==> src/rtl/cache_mem_arbiter_pkg.sv <==
// Shared types and constants for the I/D memory-bus arbiter.
package cache_mem_arbiter_pkg;

  localparam int unsigned ADDR_BUS_W = 64;
  localparam int unsigned DATA_BUS_W = 64;
  localparam int unsigned STARVE_W   = 4;

  typedef enum logic [1:0] {
    IDLE  = 2'd0,
    GNT_I = 2'd1,
    GNT_D = 2'd2,
    DONE  = 2'd3
  } arb_state_e;

  typedef enum logic {
    REQ_I = 1'b0,
    REQ_D = 1'b1
  } req_id_e;

  // Saturating increment for the starve counter.
  function automatic logic [STARVE_W-1:0] sat_inc(input logic [STARVE_W-1:0] v);
    return (v == '1) ? v : v + STARVE_W'(1);
  endfunction

endpackage

==> src/rtl/cache_mem_arbiter_prio.sv <==
// Fixed data-over-instruction priority pick with a starvation guard for the I port.
module arb_prio_starve
  import cache_mem_arbiter_pkg::*;
#(
  parameter int unsigned STARVE_LIMIT = 4
) (
  input  logic                clk,
  input  logic                rst,
  input  logic                arb_en,
  input  logic                i_req,
  input  logic                d_req,
  output logic                gnt_c,
  output req_id_e             gnt_id_c,
  output logic [STARVE_W-1:0] starve_cnt_o
);

  always_comb begin
    gnt_c    = 1'b0;
    gnt_id_c = REQ_D;
    if (arb_en) begin
      if (i_req && (starve_cnt_o == STARVE_W'(STARVE_LIMIT))) begin
        gnt_c    = 1'b1;
        gnt_id_c = REQ_I;
      end else if (d_req) begin
        gnt_c    = 1'b1;
        gnt_id_c = REQ_D;
      end else if (i_req) begin
        gnt_c    = 1'b1;
        gnt_id_c = REQ_I;
      end
    end
  end

  // Counts D grants that overtook a waiting I request.
  always_ff @(posedge clk or negedge rst) begin
    if (!rst) begin
      starve_cnt_o <= '0;
    end else if (gnt_c && (gnt_id_c == REQ_I)) begin
      starve_cnt_o <= '0;
    end else if (gnt_c && i_req) begin
      starve_cnt_o <= sat_inc(starve_cnt_o);
    end else if (arb_en && !i_req) begin
      starve_cnt_o <= '0;
    end
  end

endmodule

==> src/rtl/cache_mem_arbiter.sv <==
// Shares one memory port between the instruction-fetch and data request ports,
// with registered payload, starvation guard and a response timeout.
module cache_mem_arbiter
  import cache_mem_arbiter_pkg::*;
#(
  parameter int unsigned ADDR_W       = ADDR_BUS_W,
  parameter int unsigned DATA_W       = DATA_BUS_W,
  parameter int unsigned STARVE_LIMIT = 4,
  parameter int unsigned TIMEOUT      = 256
) (
  input  logic              clk,
  input  logic              rst,
  input  logic              i_req_valid_i,
  input  logic [ADDR_W-1:0] i_addr_i,
  input  logic              i_wen_i,
  input  logic [DATA_W-1:0] i_wdata_i,
  output logic              i_resp_valid_o,
  output logic [DATA_W-1:0] i_rdata_o,
  input  logic              d_req_valid_i,
  input  logic [ADDR_W-1:0] d_addr_i,
  input  logic              d_wen_i,
  input  logic [DATA_W-1:0] d_wdata_i,
  output logic              d_resp_valid_o,
  output logic [DATA_W-1:0] d_rdata_o,
  output logic              resp_err_o,
  output logic              mem_req_valid_o,
  output logic [ADDR_W-1:0] mem_addr_o,
  output logic              mem_wen_o,
  output logic [DATA_W-1:0] mem_wdata_o,
  input  logic              mem_resp_valid_i,
  input  logic [DATA_W-1:0] mem_rdata_i
);

  localparam int unsigned TMO_W    = (TIMEOUT > 2) ? $clog2(TIMEOUT) : 1;
  localparam int unsigned TMO_LAST = (TIMEOUT == 0) ? 0 : TIMEOUT - 1;

  arb_state_e          state_q, state_d;
  logic [TMO_W-1:0]    tmo_q, tmo_d;
  logic                mem_req_d, mem_wen_d;
  logic [ADDR_W-1:0]   mem_addr_d;
  logic [DATA_W-1:0]   mem_wdata_d;
  logic                i_resp_d, d_resp_d, resp_err_d;
  logic [DATA_W-1:0]   i_rdata_d, d_rdata_d;

  logic                arb_en;
  logic                gnt_c;
  req_id_e             gnt_id_c;
  logic [STARVE_W-1:0] starve_cnt;
  logic                tmo_hit;
  logic                finish;
  logic [DATA_W-1:0]   fin_rdata;

  assign arb_en  = (state_q == IDLE);
  assign tmo_hit = (TIMEOUT != 0) && (tmo_q == TMO_W'(TMO_LAST));

  arb_prio_starve #(
    .STARVE_LIMIT (STARVE_LIMIT)
  ) u_arb (
    .clk          (clk),
    .rst          (rst),
    .arb_en       (arb_en),
    .i_req        (i_req_valid_i),
    .d_req        (d_req_valid_i),
    .gnt_c        (gnt_c),
    .gnt_id_c     (gnt_id_c),
    .starve_cnt_o (starve_cnt)
  );

  // Completion of the granted transaction: a real response beats a same-cycle timeout.
  always_comb begin
    finish    = 1'b0;
    fin_rdata = '0;
    if (mem_resp_valid_i) begin
      finish    = 1'b1;
      fin_rdata = mem_rdata_i;
    end else if (tmo_hit) begin
      finish    = 1'b1;
    end
  end

  // Next-state and next-output logic; every output is captured by the register below.
  always_comb begin
    state_d     = state_q;
    tmo_d       = tmo_q;
    mem_req_d   = mem_req_valid_o;
    mem_addr_d  = mem_addr_o;
    mem_wen_d   = mem_wen_o;
    mem_wdata_d = mem_wdata_o;
    i_rdata_d   = i_rdata_o;
    d_rdata_d   = d_rdata_o;
    i_resp_d    = 1'b0;
    d_resp_d    = 1'b0;
    resp_err_d  = 1'b0;

    unique case (state_q)
      IDLE: begin
        if (gnt_c) begin
          mem_req_d = 1'b1;
          tmo_d     = '0;
          if (gnt_id_c == REQ_I) begin
            state_d     = GNT_I;
            mem_addr_d  = i_addr_i;
            mem_wen_d   = i_wen_i;
            mem_wdata_d = i_wdata_i;
          end else begin
            state_d     = GNT_D;
            mem_addr_d  = d_addr_i;
            mem_wen_d   = d_wen_i;
            mem_wdata_d = d_wdata_i;
          end
        end
      end
      GNT_I, GNT_D: begin
        if (finish) begin
          state_d    = DONE;
          mem_req_d  = 1'b0;
          resp_err_d = !mem_resp_valid_i;
          if (state_q == GNT_I) begin
            i_resp_d  = 1'b1;
            i_rdata_d = fin_rdata;
          end else begin
            d_resp_d  = 1'b1;
            d_rdata_d = fin_rdata;
          end
        end else begin
          tmo_d = tmo_q + TMO_W'(1);
        end
      end
      DONE: begin
        state_d = IDLE;
      end
      default: begin
        state_d = IDLE;
      end
    endcase
  end

  always_ff @(posedge clk or negedge rst) begin
    if (!rst) begin
      state_q         <= IDLE;
      tmo_q           <= '0;
      mem_req_valid_o <= 1'b0;
      mem_addr_o      <= '0;
      mem_wen_o       <= 1'b0;
      mem_wdata_o     <= '0;
      i_resp_valid_o  <= 1'b0;
      i_rdata_o       <= '0;
      d_resp_valid_o  <= 1'b0;
      d_rdata_o       <= '0;
      resp_err_o      <= 1'b0;
    end else begin
      state_q         <= state_d;
      tmo_q           <= tmo_d;
      mem_req_valid_o <= mem_req_d;
      mem_addr_o      <= mem_addr_d;
      mem_wen_o       <= mem_wen_d;
      mem_wdata_o     <= mem_wdata_d;
      i_resp_valid_o  <= i_resp_d;
      i_rdata_o       <= i_rdata_d;
      d_resp_valid_o  <= d_resp_d;
      d_rdata_o       <= d_rdata_d;
      resp_err_o      <= resp_err_d;
    end
  end

endmodule

==> config.mk <==
export PLATFORM = sky130hd
export DESIGN_NAME = cache_mem_arbiter
export DESIGN_NICKNAME = d
export VERILOG_FILES = /design/src/rtl/cache_mem_arbiter_pkg.sv /design/src/rtl/cache_mem_arbiter_prio.sv /design/src/rtl/cache_mem_arbiter.sv
export SDC_FILE = /design/constraint.sdc
export NUM_CORES = 1
export LEC_CHECK = 0
export ABC_AREA = 0
export BUFFER_PORTS_ARGS = -buffer_cell sky130_fd_sc_hd__buf_2
export CORE_AREA = 2 2 228 230
export CTS_BUF_LIST = sky130_fd_sc_hd__clkbuf_8
export DETAILED_ROUTE_END_ITERATION = 16
export DIE_AREA = 0 0 230 232
export PLACE_DENSITY_LB_ADDON = 0.15
export SLEW_MARGIN = 10
export SYNTH_ARGS = -nofsm -noshare
export SYNTH_HDL_FRONTEND = slang
export SYNTH_SLANG_ARGS = --single-unit
export TNS_END_PERCENT = 100
==> constraint.sdc <==
create_clock -name clk -period 2.3 [get_ports clk]
set_input_delay 0 -clock clk [delete_from_list [all_inputs] [get_ports clk]]
set_output_delay 0 -clock clk [all_outputs]
set_load 0.03 [all_outputs]
==> summary.md, run 1 <==
| Metric | Value |
|---|---|
| VDD IR max | 521.0 uV |
| Final Slew Violations | 0 |
| WL per Instance | 18.19 um |
| Final ANT Viol Nets | 0 |
| I/O pins | 588 |
| Max H-tree Level | 2 |
| Final setup viols | 0 |
| Largest net degree at the start of global routing | 79 |
| Worst Tran Pin Value | 900.3 ps |
| DP HPWL | 33970 um |
| CTS max path bufs | 3 |
| Final Critical Period | 2160 ps |
| Delay of the slowest critical-path stage | 550 ps |
| CP Cell Sequence | inv_1, ha_2, nor3b_2, dlygate4sd3_1, buf_4, or2_2, o31ai_1 |
| Final Hold Viols | 0 |
| Fin Clk Skew | 26.63 ps |
| Reg2reg start | state_q[0] |
| Setup TNS | 0 ps |
| Switch share | 0.4483 |
| Status | finished, final reports clean |
| Number of flops mapped to enable cells by yosys | 0 |
| Fmax | 462.9 MHz |
| Die extent in y | 232 um |
| Worst path slowest cell | dlygate4sd3_1 |
| Cell count of the worst reg-to-reg path | 7 |
| Clock power frac | 0.183 |
| Core area | 0.05089 mm2 |
| P per Cell Area | 1263 mW/mm2 |
| Combinational power share | 0.499 |
| Crit Path Max Fanout | 6 |
| Die X | 230 um |
| Worst-Skew Late Latency | 600 ps |
| Hold depth | 4 |
| Sinks on the clock net | 275 |
| DRC | 0 |
| Vias | 11700 |
| Mean Syn Cell Area | 11.62 um2 |
| Crit share post-route | 0.9392 |
| Critical Path Sink Type | flip-flop |
| Core Util, Final | 0.3957 |
| Share of cells above drive strength 1 | 0.4237 |
| Global-route wire length before repair | 72820 um |
| Hold_ws | 222.5 ps |
| GR Util All Layers | 0.1766 |
| # rows | 83 |
| End of the worst hold path | mem_addr_o[12] |
| Initial antenna violation count | 1 |
| Seq cells post-synth | 275 |
| Net Sw Power | 11.40 mW |
| Count of different cell masters after synthesis | 40 |
| CP Class | flip-flop to flip-flop |
| Min-delay src | d_addr_i[12] |
| Number of global-route vias before repair | 12470 |
| CTS Buf Count | 51 |
| Synthesized instance count | 1026 |
| Max transition margin | 0.3975 |
| Initial Utilization | 0.2343 |
| Share of flip-flops with an asynchronous set or reset | 1.000 |
| Area grow syn2layout | 68.89% |
| Final net count | 2295 |
| Top FF cell, synth | dfrtp_1 |
| Reg-to-reg setup timing slack | 140 ps |
| Synth warn | 0 |
| Worst Path Required | 2810 ps |
| P_int | 14.03 mW |
| Synthesized area | 0.01192 mm2 |
| Die area | 0.05336 mm2 |
| Clock slew at reported path FFs | 60 ps |
| First drt pass iteration count | 5 |
| Total Routed Length | 48750 um |
| Max-cap violations | 0 |
| CP arrival | 2670 ps |
| Starting DRC count in detailed routing | 564 |
| RSZ-0062 raised after global routing | no |
| Port Buffer Count | 587 |
| Startpoint class of the critical path | flip-flop |
| Post-synthesis sequential area ratio | 0.5772 |
| Post-synth net total | 1360 |
| GPL Wtd Cong | 0.7948 |
| Clock Tree Root | clkbuf_8 |
| CTS tree | yes |
| Leakage | 10.20 nW |
| Seq pwr share | 0.318 |
| Worst hold path type | input port to flip-flop |
| Vias per inst | 4.364 |
| Global route total overflow | 0 |
| R2r endpoint | state_q[1] |
critical path, delay by kind of cell, from the launching register on:
family / cells / cell delay, ps
adder cells (fa/ha/maj): 1 / 240
AO/OA/AOI/OAI: 1 / 210
buffers and inverters: 3 / 790
flip-flops: 1 / 370
AND/OR/NAND/NOR: 2 / 460
worst max path at each step:
stage	from	end	slack [ps]	cells past startpoint
after CTS	state_q[0]	state_q[1]	50	7
after global routing	state_q[0]	state_q[1]	6	7
final	state_q[0]	state_q[1]	140	7
after detailed placement	u_arb.starve_cnt_o[0]	mem_wdata_o[41]	160	7
after global placement	u_arb.starve_cnt_o[0]	mem_wdata_o[41]	200	7
after floorplan	tmo_q[0]	i_rdata_o[13]	320	8
flip-flops by register name (all words and copies together), names as in the netlist, 2 cells and up:
register and cells:
tmo_q 8, d_rdata_o 64, i_rdata_o 64, mem_wdata_o 64, u_arb.starve_cnt_o 4, mem_addr_o 64
state_q 2
final cells by class:
class                      instances  area [um2]
fill                            4979       30750
sequential                       275        6882
timing repair buffer             964        6812
multi-input combinational        659        4537
clock buffer                      63       867.1
tap                              680       850.8
clock inverter                    28       146.4
inverter                          10       37.54
antenna                            1       2.502
cells in the mapped netlist (all sizes together), types with 2 or more instances:
| cell | number | area, um2 |
|---|---|---|
| dfrtp | 275 | 6882 |
| o21ai | 140 | 700.7 |
| nand2 | 138 | 518.0 |
| o22ai | 130 | 813.3 |
| mux2 | 128 | 1625 |
| and2 | 66 | 415.4 |
| buf | 51 | 389.1 |
| clkbuf | 31 | 116.4 |
| inv | 10 | 37.54 |
| a31oi | 8 | 50.05 |
| ha | 7 | 87.58 |
| nor2 | 7 | 26.28 |
| a21oi | 6 | 33.78 |
| nand3 | 6 | 30.03 |
| nand2b | 3 | 18.77 |
| nor3 | 3 | 15.01 |
| and4 | 2 | 20.02 |
power groups by stage:
stage | clock [mW] | sequential (mW) | combinational, mW
floorplan | 0 | 12.0 | 4.06
global placement | 0 | 8.12 | 12.3
detailed placement | 0 | 8.16 | 12.4
CTS | 4.89 | 8.12 | 12.8
global route | 5.09 | 8.37 | 13.5
finish | 4.66 | 8.08 | 12.7
stage by stage:
stage               std cells  worst slack (ps)  instance area, um2  total power, mW
finish                   2680             139.8               20130            25.43
floorplan                1026             321.0               11920            16.07
global placement         2260             195.6               15830            20.43
global route             2680             5.906               20130            26.98
detailed placement       2260             158.9               15830            20.56
CTS                      2679             47.20               20130            25.84
layer usage:
metal / share of wire / wire [um] / up-vias / track usage
li1: - / - / 5544 / -
met2: 0.46 / 22430 / 583 / 0.2891
met4: 0.057 / 2762 / 0 / 0.1012
met3: 0.071 / 3478 / 137 / 0.04236
met1: 0.41 / 20090 / 5431 / 0.2126
met5: 0 / 0 / - / 0
kinds of logic after synthesis:
| family | Yosys count | synth area share |
|---|---|---|
| AOI/OAI and AO/OA | 291 | 0.1405 |
| xor gates and xnor gates | 1 | 0.0007348 |
| and+or+nand+nor | 232 | 0.09226 |
| buffers and inverters | 92 | 0.04555 |
| DFF | 275 | 0.5772 |
| adders and majority gates | 7 | 0.007346 |
| muxes | 128 | 0.1363 |
what timing repair did:
item                       CTS  global route
hold buffers               328             0
hold endpoints to repair   543             0
setup buffers                0             0
setup endpoints to repair    0             1
resized for setup            0             1
layout by cell type, fill, tap and decap left out, drive strengths merged, types with 2 or more instances in the layout:
| master | count |
|---|---|
| buf | 636 |
| nand2 | 138 |
| nand3 | 6 |
| a31oi | 8 |
| and2 | 66 |
| clkbuf | 63 |
| mux2 | 128 |
| ha | 7 |
| clkinv | 6 |
| dlygate4sd3 | 328 |
| nor2 | 7 |
| o22ai | 130 |
| o21ai | 140 |
| nand2b | 3 |
| nor3 | 3 |
| a21oi | 6 |
| inv | 30 |
| dfrtp | 275 |
| and4 | 2 |
Power figures use the tool's default switching activity.
==> inputs of run 2 (changes only) <==
--- a/config.mk
+++ b/config.mk
@@ -7,7 +7,7 @@
 export LEC_CHECK = 0
 export ABC_AREA = 0
 export BUFFER_PORTS_ARGS = -buffer_cell sky130_fd_sc_hd__buf_2
-export CORE_AREA = 2 2 228 230
+export CORE_AREA = 8 8 222 224
 export CTS_BUF_LIST = sky130_fd_sc_hd__clkbuf_8
 export DETAILED_ROUTE_END_ITERATION = 16
 export DIE_AREA = 0 0 230 232
@@ -15,5 +15,6 @@
 export SLEW_MARGIN = 10
 export SYNTH_ARGS = -nofsm -noshare
 export SYNTH_HDL_FRONTEND = slang
+export SYNTH_HIERARCHICAL = 1
 export SYNTH_SLANG_ARGS = --single-unit
 export TNS_END_PERCENT = 100
==> summary.md, run 2 <==
| Metric | Value |
|---|---|
| WL per Instance | 20.45 um |
| Commonest cells post-synth | dfrtp_1 (275), a21oi_1 (135), nor2_1 (135), mux2i_1 (132), a32o_1 (129) |
| Synth Area in Adders | 0.007472 |
| Worst hold path type | input port to async pin |
| Max-cap violations | 0 |
| Worst Path Required | 2740 ps |
| Count of different cell masters after synthesis | 43 |
| Clock slew at reported path FFs | 60 ps |
| Startpoint class of the critical path | flip-flop |
| Sinks on the clock net | 275 |
| Post-synth top area cell | dfrtp_1 |
| CTS max path bufs | 3 |
| Net Sw Power | 12.58 mW |
| Synthesized area | 0.01172 mm2 |
| Number of flops mapped to enable cells by yosys | 0 |
| RSZ-0062 raised after global routing | yes |
| Ant diodes | 0 |
| CTS Buf Count | 49 |
| Reg area | 0.006882 mm2 |
| Final setup viols | 0 |
| Delay of the slowest critical-path stage | 420 ps |
| Seq pwr share | 0.312 |
| Initial antenna violation count | 0 |
| DP HPWL | 35480 um |
| P_int | 14.24 mW |
| Number of global-route vias before repair | 12900 |
| DRC | 0 |
| Complex-gate fraction of the synthesized area | 0.1846 |
| Worst path slowest cell | dfrtp_1 |
| Post-synthesis sequential area ratio | 0.5871 |
| Buf/Inv on CP | 2 |
| Post-synth net total | 1316 |
| Worst-Skew Late Latency | 590 ps |
| VDD IR max | 818.3 uV |
| Most frequent cell after synthesis | dfrtp_1 |
| Yosys top cell area share | 0.5871 |
| CP Class | flip-flop to flip-flop |
| PnR Total Power | 26.82 mW |
| Largest family of logic cells by synthesized area | compound AO/OA/AOI/OAI gates |
| Fmax | 446.9 MHz |
| I/O pins | 588 |
| CP top delay family | simple AND/OR/NAND/NOR gates |
| Die extent in y | 232 um |
| P per Cell Area | 1355 mW/mm2 |
| Share of cells above drive strength 1 | 0.3770 |
| Fillers | 4327 |
| Core area | 0.04586 mm2 |
| Final Critical Period | 2238 ps |
| # rows | 79 |
| Final Slew Violations | 0 |
| Die area | 0.05336 mm2 |
| Final Hold Viols | 0 |
| Total Routed Length | 52070 um |
| CP Cell Sequence | inv_1, ha_1, nand3b_1, nand2_2, nand3_4, buf_4, mux2i_1, a21oi_1 |
| Mux cell area share after synthesis | 0.1127 |
| Status | finished, final reports clean |
| Area grow syn2layout | 68.92% |
| Multi-input logic area | 0.004389 mm2 |
| Synthesized instance count | 982 |
| Global route total overflow | 0 |
| Seq cells post-synth | 275 |
| Starting DRC count in detailed routing | 713 |
| Mean Syn Cell Area | 11.94 um2 |
| Critical Path Sink Type | flip-flop |
| CP arrival | 2680 ps |
| Max H-tree Level | 2 |
| Most frequent cells in the layout | buf_2 (585), dlygate4sd3_1 (327), dfrtp_1 (275) |
| CTS tree | yes |
| GR Util All Layers | 0.1868 |
| Die X | 230 um |
| GPL Wtd Cong | 0.8082 |
| Final ANT Viol Nets | 0 |
| Combinational power share | 0.515 |
| Worst Tran Pin Value | 625.2 ps |
| Max transition margin | 0.5832 |
| Vias | 11930 |
| Crit Path Max Fanout | 29 |
| Hold_ws | 63.89 ps |
| Vias per inst | 4.684 |
| Share of flip-flops with an asynchronous set or reset | 1.000 |
| Port Buffer Count | 587 |
| Global-route wire length before repair | 78420 um |
| Top FF cell, synth | dfrtp_1 |
| Synth warn | 6 |
| Switch share | 0.4691 |
| Clock power frac | 0.172 |
| Leakage | 10.05 nW |
| Initial Utilization | 0.2556 |
| Final net count | 2237 |
| First drt pass iteration count | 4 |
| Commonest non-fill, non-tap cell in the layout | buf_2 |
| Clock Tree Root | clkbuf_8 |
| Simple-Gate Fraction of Synth Area | 0.06373 |
| Crit share post-route | 0.9729 |
| Fin Clk Skew | 20.88 ps |
| Synth top area cells | dfrtp_1 (59%), mux2i_1 (11%), a32o_1 (11%) |
| Largest net degree at the start of global routing | 130 |
| XOR/XNOR share of the synthesized area | 0 |
## run 2: cell types whose count changed after synthesis, moves of 49 or more
cell,previous run,this run
o22ai_1,130,1
nand2_1,138,12
mux2_2,79,0
a32o_1,0,129
mux2i_1,0,132
mux2_4,49,0
nor2_1,7,135
and2_1,65,2
o21ai_0,134,6
a21oi_1,5,135
## run 2: kinds of logic (layout without fill, tap and decap cells)
kind of cell | Yosys count | after routing
and+or+nand+nor | 178 | 178
AOI/OAI and AO/OA | 289 | 289
adders and majority gates | 7 | 7
muxes | 132 | 132
DFF | 275 | 275
buffers and inverters | 101 | 1058
## run 2: repair_timing
| item | 4_1_cts | 5_1_grt |
|---|---|---|
| hold endpoints to repair | 546 | 0 |
| hold buffers | 328 | 0 |
| gates resized for setup | 0 | 11 |
| setup buffers | 0 | 0 |
| endpoints found under the setup margin | 0 | 56 |
## run 2: worst min-delay path: stages
cell and delay [ps]:
dlygate4sd3_1 570, buf_8 200, buf_4 230
## run 2: per-stage QoR
step / instances / worst slack, ps / TNS [ps] / area (um2) / utilization
6_report: 2546 / 62.23 / 0 / 19800 / 0.4317
4_1_cts: 2546 / 41.11 / 0 / 19760 / 0.4308
3_3_place_gp: 2131 / 60.64 / 0 / 15460 / 0.3371
2_1_floorplan: 982 / 174.2 / 0 / 11720 / -
3_5_place_dp: 2131 / 45.92 / 0 / 15460 / 0.3371
5_1_grt: 2546 / -83.02 / -694.0 / 19800 / 0.4317
## run 2: layout make-up
| type | instances | share of cell area |
|---|---|---|
| tap | 607 | 0.03836 |
| timing repair buffer | 961 | 0.3401 |
| inverter | 10 | 0.001896 |
| multi-input combinational | 606 | 0.2217 |
| sequential | 275 | 0.3476 |
| clock inverter | 24 | 0.006572 |
| clock buffer | 63 | 0.04379 |
## run 2: final timing paths
kind                       slack [ps]             end  cells after the start                  start
max in group asynchronous        1860   d_rdata_o[60]                      3                    rst
min reg2reg                       480   i_rdata_o[58]                      1          i_rdata_o[58]
max                                60  mem_addr_o[23]                      8  u_arb/starve_cnt_o[0]
max reg2reg                        60  mem_addr_o[23]                      8  u_arb/starve_cnt_o[0]
min                                60   d_rdata_o[10]                      3                    rst
min in group clk                  230   d_rdata_o[16]                      3        mem_rdata_i[16]
## run 2: power groups by stage
| stage | clock network [mW] | logic (mW) | registers (mW) |
|---|---|---|---|
| finish | 4.62 | 13.8 | 8.38 |
| global route | 5.01 | 14.7 | 8.69 |
| CTS | 4.81 | 13.9 | 8.39 |
| detailed placement | 0 | 13.5 | 8.43 |
| global placement | 0 | 13.4 | 8.39 |
| floorplan | 0 | 4.26 | 12.7 |
## run 2: layer usage
metal  vias to the layer above  global-route usage  wire, um
met5                         -                   0         0
met4                         0             0.08810      2569
met3                       111             0.05839      3860
met2                       549              0.3068     24720
met1                      5760              0.2216     20930
li1                       5505                   -         -
==> inputs of run 3 (changes only) <==
--- a/config.mk
+++ b/config.mk
@@ -7,6 +7,8 @@
 export LEC_CHECK = 0
 export ABC_AREA = 0
 export BUFFER_PORTS_ARGS = -buffer_cell sky130_fd_sc_hd__buf_2
+export CELL_PAD_IN_SITES_DETAIL_PLACEMENT = 1
+export CELL_PAD_IN_SITES_GLOBAL_PLACEMENT = 1
 export CORE_AREA = 8 8 222 224
 export CTS_BUF_LIST = sky130_fd_sc_hd__clkbuf_8
 export DETAILED_ROUTE_END_ITERATION = 16
==> summary.md, run 3 (same netlist as run 2, synthesis figures left out) <==
| Metric | Value |
|---|---|
| Pre-CTS WS | 190.4 ps |
| Top cell by count, worst path | dlygate4sd3_1 |
| Die X | 230 um |
| GPL Wtd Cong | 0.7807 |
| First drt pass iteration count | 5 |
| Clock Tree Root | clkbuf_8 |
| Worst Path Required | 2840 ps |
| Leakage | 10.23 nW |
| Final Critical Period | 2201 ps |
| Startpoint class of the critical path | flip-flop |
| RSZ-0062 raised after global routing | yes |
| Largest net degree at the start of global routing | 129 |
| Final Slew Violations | 0 |
| Number of global-route vias before repair | 13640 |
| Worst-Skew Late Latency | 620 ps |
| Max-cap violations | 0 |
| Cell count of the worst reg-to-reg path | 7 |
| Area grow syn2layout | 70.63% |
| Worst path slowest cell | dlygate4sd3_1 |
| Fmax | 454.4 MHz |
| CP Class | flip-flop to flip-flop |
| Total Routed Length | 58100 um |
| Setup TNS | 0 ps |
| Status | finished, final reports clean |
| CTS max path bufs | 3 |
| DP HPWL | 38000 um |
| Clock slew at reported path FFs | 60 ps |
| Core area | 0.04586 mm2 |
| Worst hold path type | input port to async pin |
| Final ANT Viol Nets | 0 |
| Worst Tran Pin Value | 820.8 ps |
| Reg2reg start | state_q[0] |
| Global-route wire length before repair | 85150 um |
| Reg-to-reg setup timing slack | 100 ps |
| Vias per inst | 4.762 |
| GR Util All Layers | 0.2058 |
| Final Hold Viols | 0 |
| CP arrival | 2740 ps |
| Initial antenna violation count | 6 |
| DRC | 0 |
| Port Buffer Count | 587 |
| Final setup viols | 0 |
| # rows | 79 |
| P per Cell Area | 1365 mW/mm2 |
| CTS tree | yes |
| CTS Buf Count | 51 |
| Delay of the slowest critical-path stage | 560 ps |
| Vias | 12200 |
| Crit share post-route | 0.9569 |
| CP Cell Sequence | inv_1, ha_2, buf_6, nand4_1, dlygate4sd3_1, mux2i_1, dlygate4sd3_1 |
| Most frequent cells in the layout | buf_2 (585), dlygate4sd3_1 (328), dfrtp_1 (275) |
| Final net count | 2247 |
| I/O pins | 588 |
| Share of cells above drive strength 1 | 0.3708 |
| WL per Instance | 22.68 um |
| R2r endpoint | u_arb/starve_cnt_o[2] |
| PnR Total Power | 27.31 mW |
| Initial Utilization | 0.2556 |
| VDD IR max | 898.3 uV |
| Critical Path Sink Type | flip-flop |
| Max H-tree Level | 2 |
| Commonest non-fill, non-tap cell in the layout | buf_2 |
| Starting DRC count in detailed routing | 627 |
| Fin Clk Skew | 19.99 ps |
| Max transition margin | 0.4528 |
| Sinks on the clock net | 275 |
| Setup ws final | 99.19 ps |
| Crit Path Max Fanout | 7 |
| Die extent in y | 232 um |
| Global route total overflow | 0 |
| Die area | 0.05336 mm2 |
-- run 3: cell types whose count changed in the layout (fill, tap and decap cells not counted), sizes merged --
cell,previous run,this run
clkinvlp,0,2
clkinv,11,3
dlygate4sd3,327,328
clkbuf,63,68
bufinv,1,0
buf,634,633
inv,22,29
dlymetal6s4s,0,6
diode,0,5
-- run 3: metrics by stage --
step                instance area, um2  hold WS, ps    util  std cells
CTS                              19740        3.559  0.4304       2534
finish                           20000        39.26  0.4361       2562
global route                     20000        22.45  0.4360       2561
detailed placement               15410       -33.90  0.3361       2115
floorplan                        11720       -295.6       -        982
global placement                 15410       -35.31  0.3361       2115
-- run 3: worst max path at each step --
| stage | from | endpoint | slack, ps | cells past startpoint |
|---|---|---|---|---|
| finish | state_q[0] | u_arb/starve_cnt_o[2] | 100 | 7 |
| global route | u_arb/starve_cnt_o[0] | mem_addr_o[44] | -40 | 9 |
| CTS | u_arb/starve_cnt_o[0] | mem_wdata_o[61] | 40 | 9 |
| detailed placement | state_q[0] | tmo_q[3] | 190 | 8 |
| global placement | state_q[0] | tmo_q[3] | 270 | 8 |
| floorplan | state_q[0] | mem_addr_o[43] | 170 | 9 |
-- run 3: routing by layer --
layer | vias to the layer above | share of wire | track usage
met2 | 529 | 0.48 | 0.3417
met5 | - | 0.00038 | 0
met3 | 148 | 0.086 | 0.07745
met1 | 5987 | 0.38 | 0.2301
li1 | 5532 | - | -
met4 | 4 | 0.054 | 0.1043
-- run 3: final cells by class --
cell class / count / area, um2
Tap cell: 607 / 759.5
Timing Repair Buffer: 969 / 6940
Clock inverter: 24 / 106.4
Sequential cell: 275 / 6882
Clock buffer: 66 / 908.4
Inverter: 10 / 37.54
Fill cell: 5110 / 25860
Multi-Input combinational cell: 606 / 4354
Antenna cell: 5 / 12.51
-- run 3: what timing repair did --
action	4_1_cts	5_1_grt
resized for setup	0	10
hold buffers	329	7
buffers inserted	0	15
hold endpoints to repair	548	7
endpoints found under the setup margin	0	26
-- run 3: where the power goes --
| part | leakage [nW] | switching, mW | internal, mW | total (mW) |
|---|---|---|---|---|
| clock | 0.587 | 2.15 | 2.55 | 4.70 |
| sequential | 3.30 | 1.31 | 7.14 | 8.45 |
| combinational | 6.35 | 9.53 | 4.63 | 14.2 |
-- run 3: worst max-delay path: cells and delay by family, from the launching register on --
kind          cells  cell delay (ps)
buf+inv           4             1330
flops             1              410
fa+ha+maj         1              190
mux               1              120
simple gates      1               80
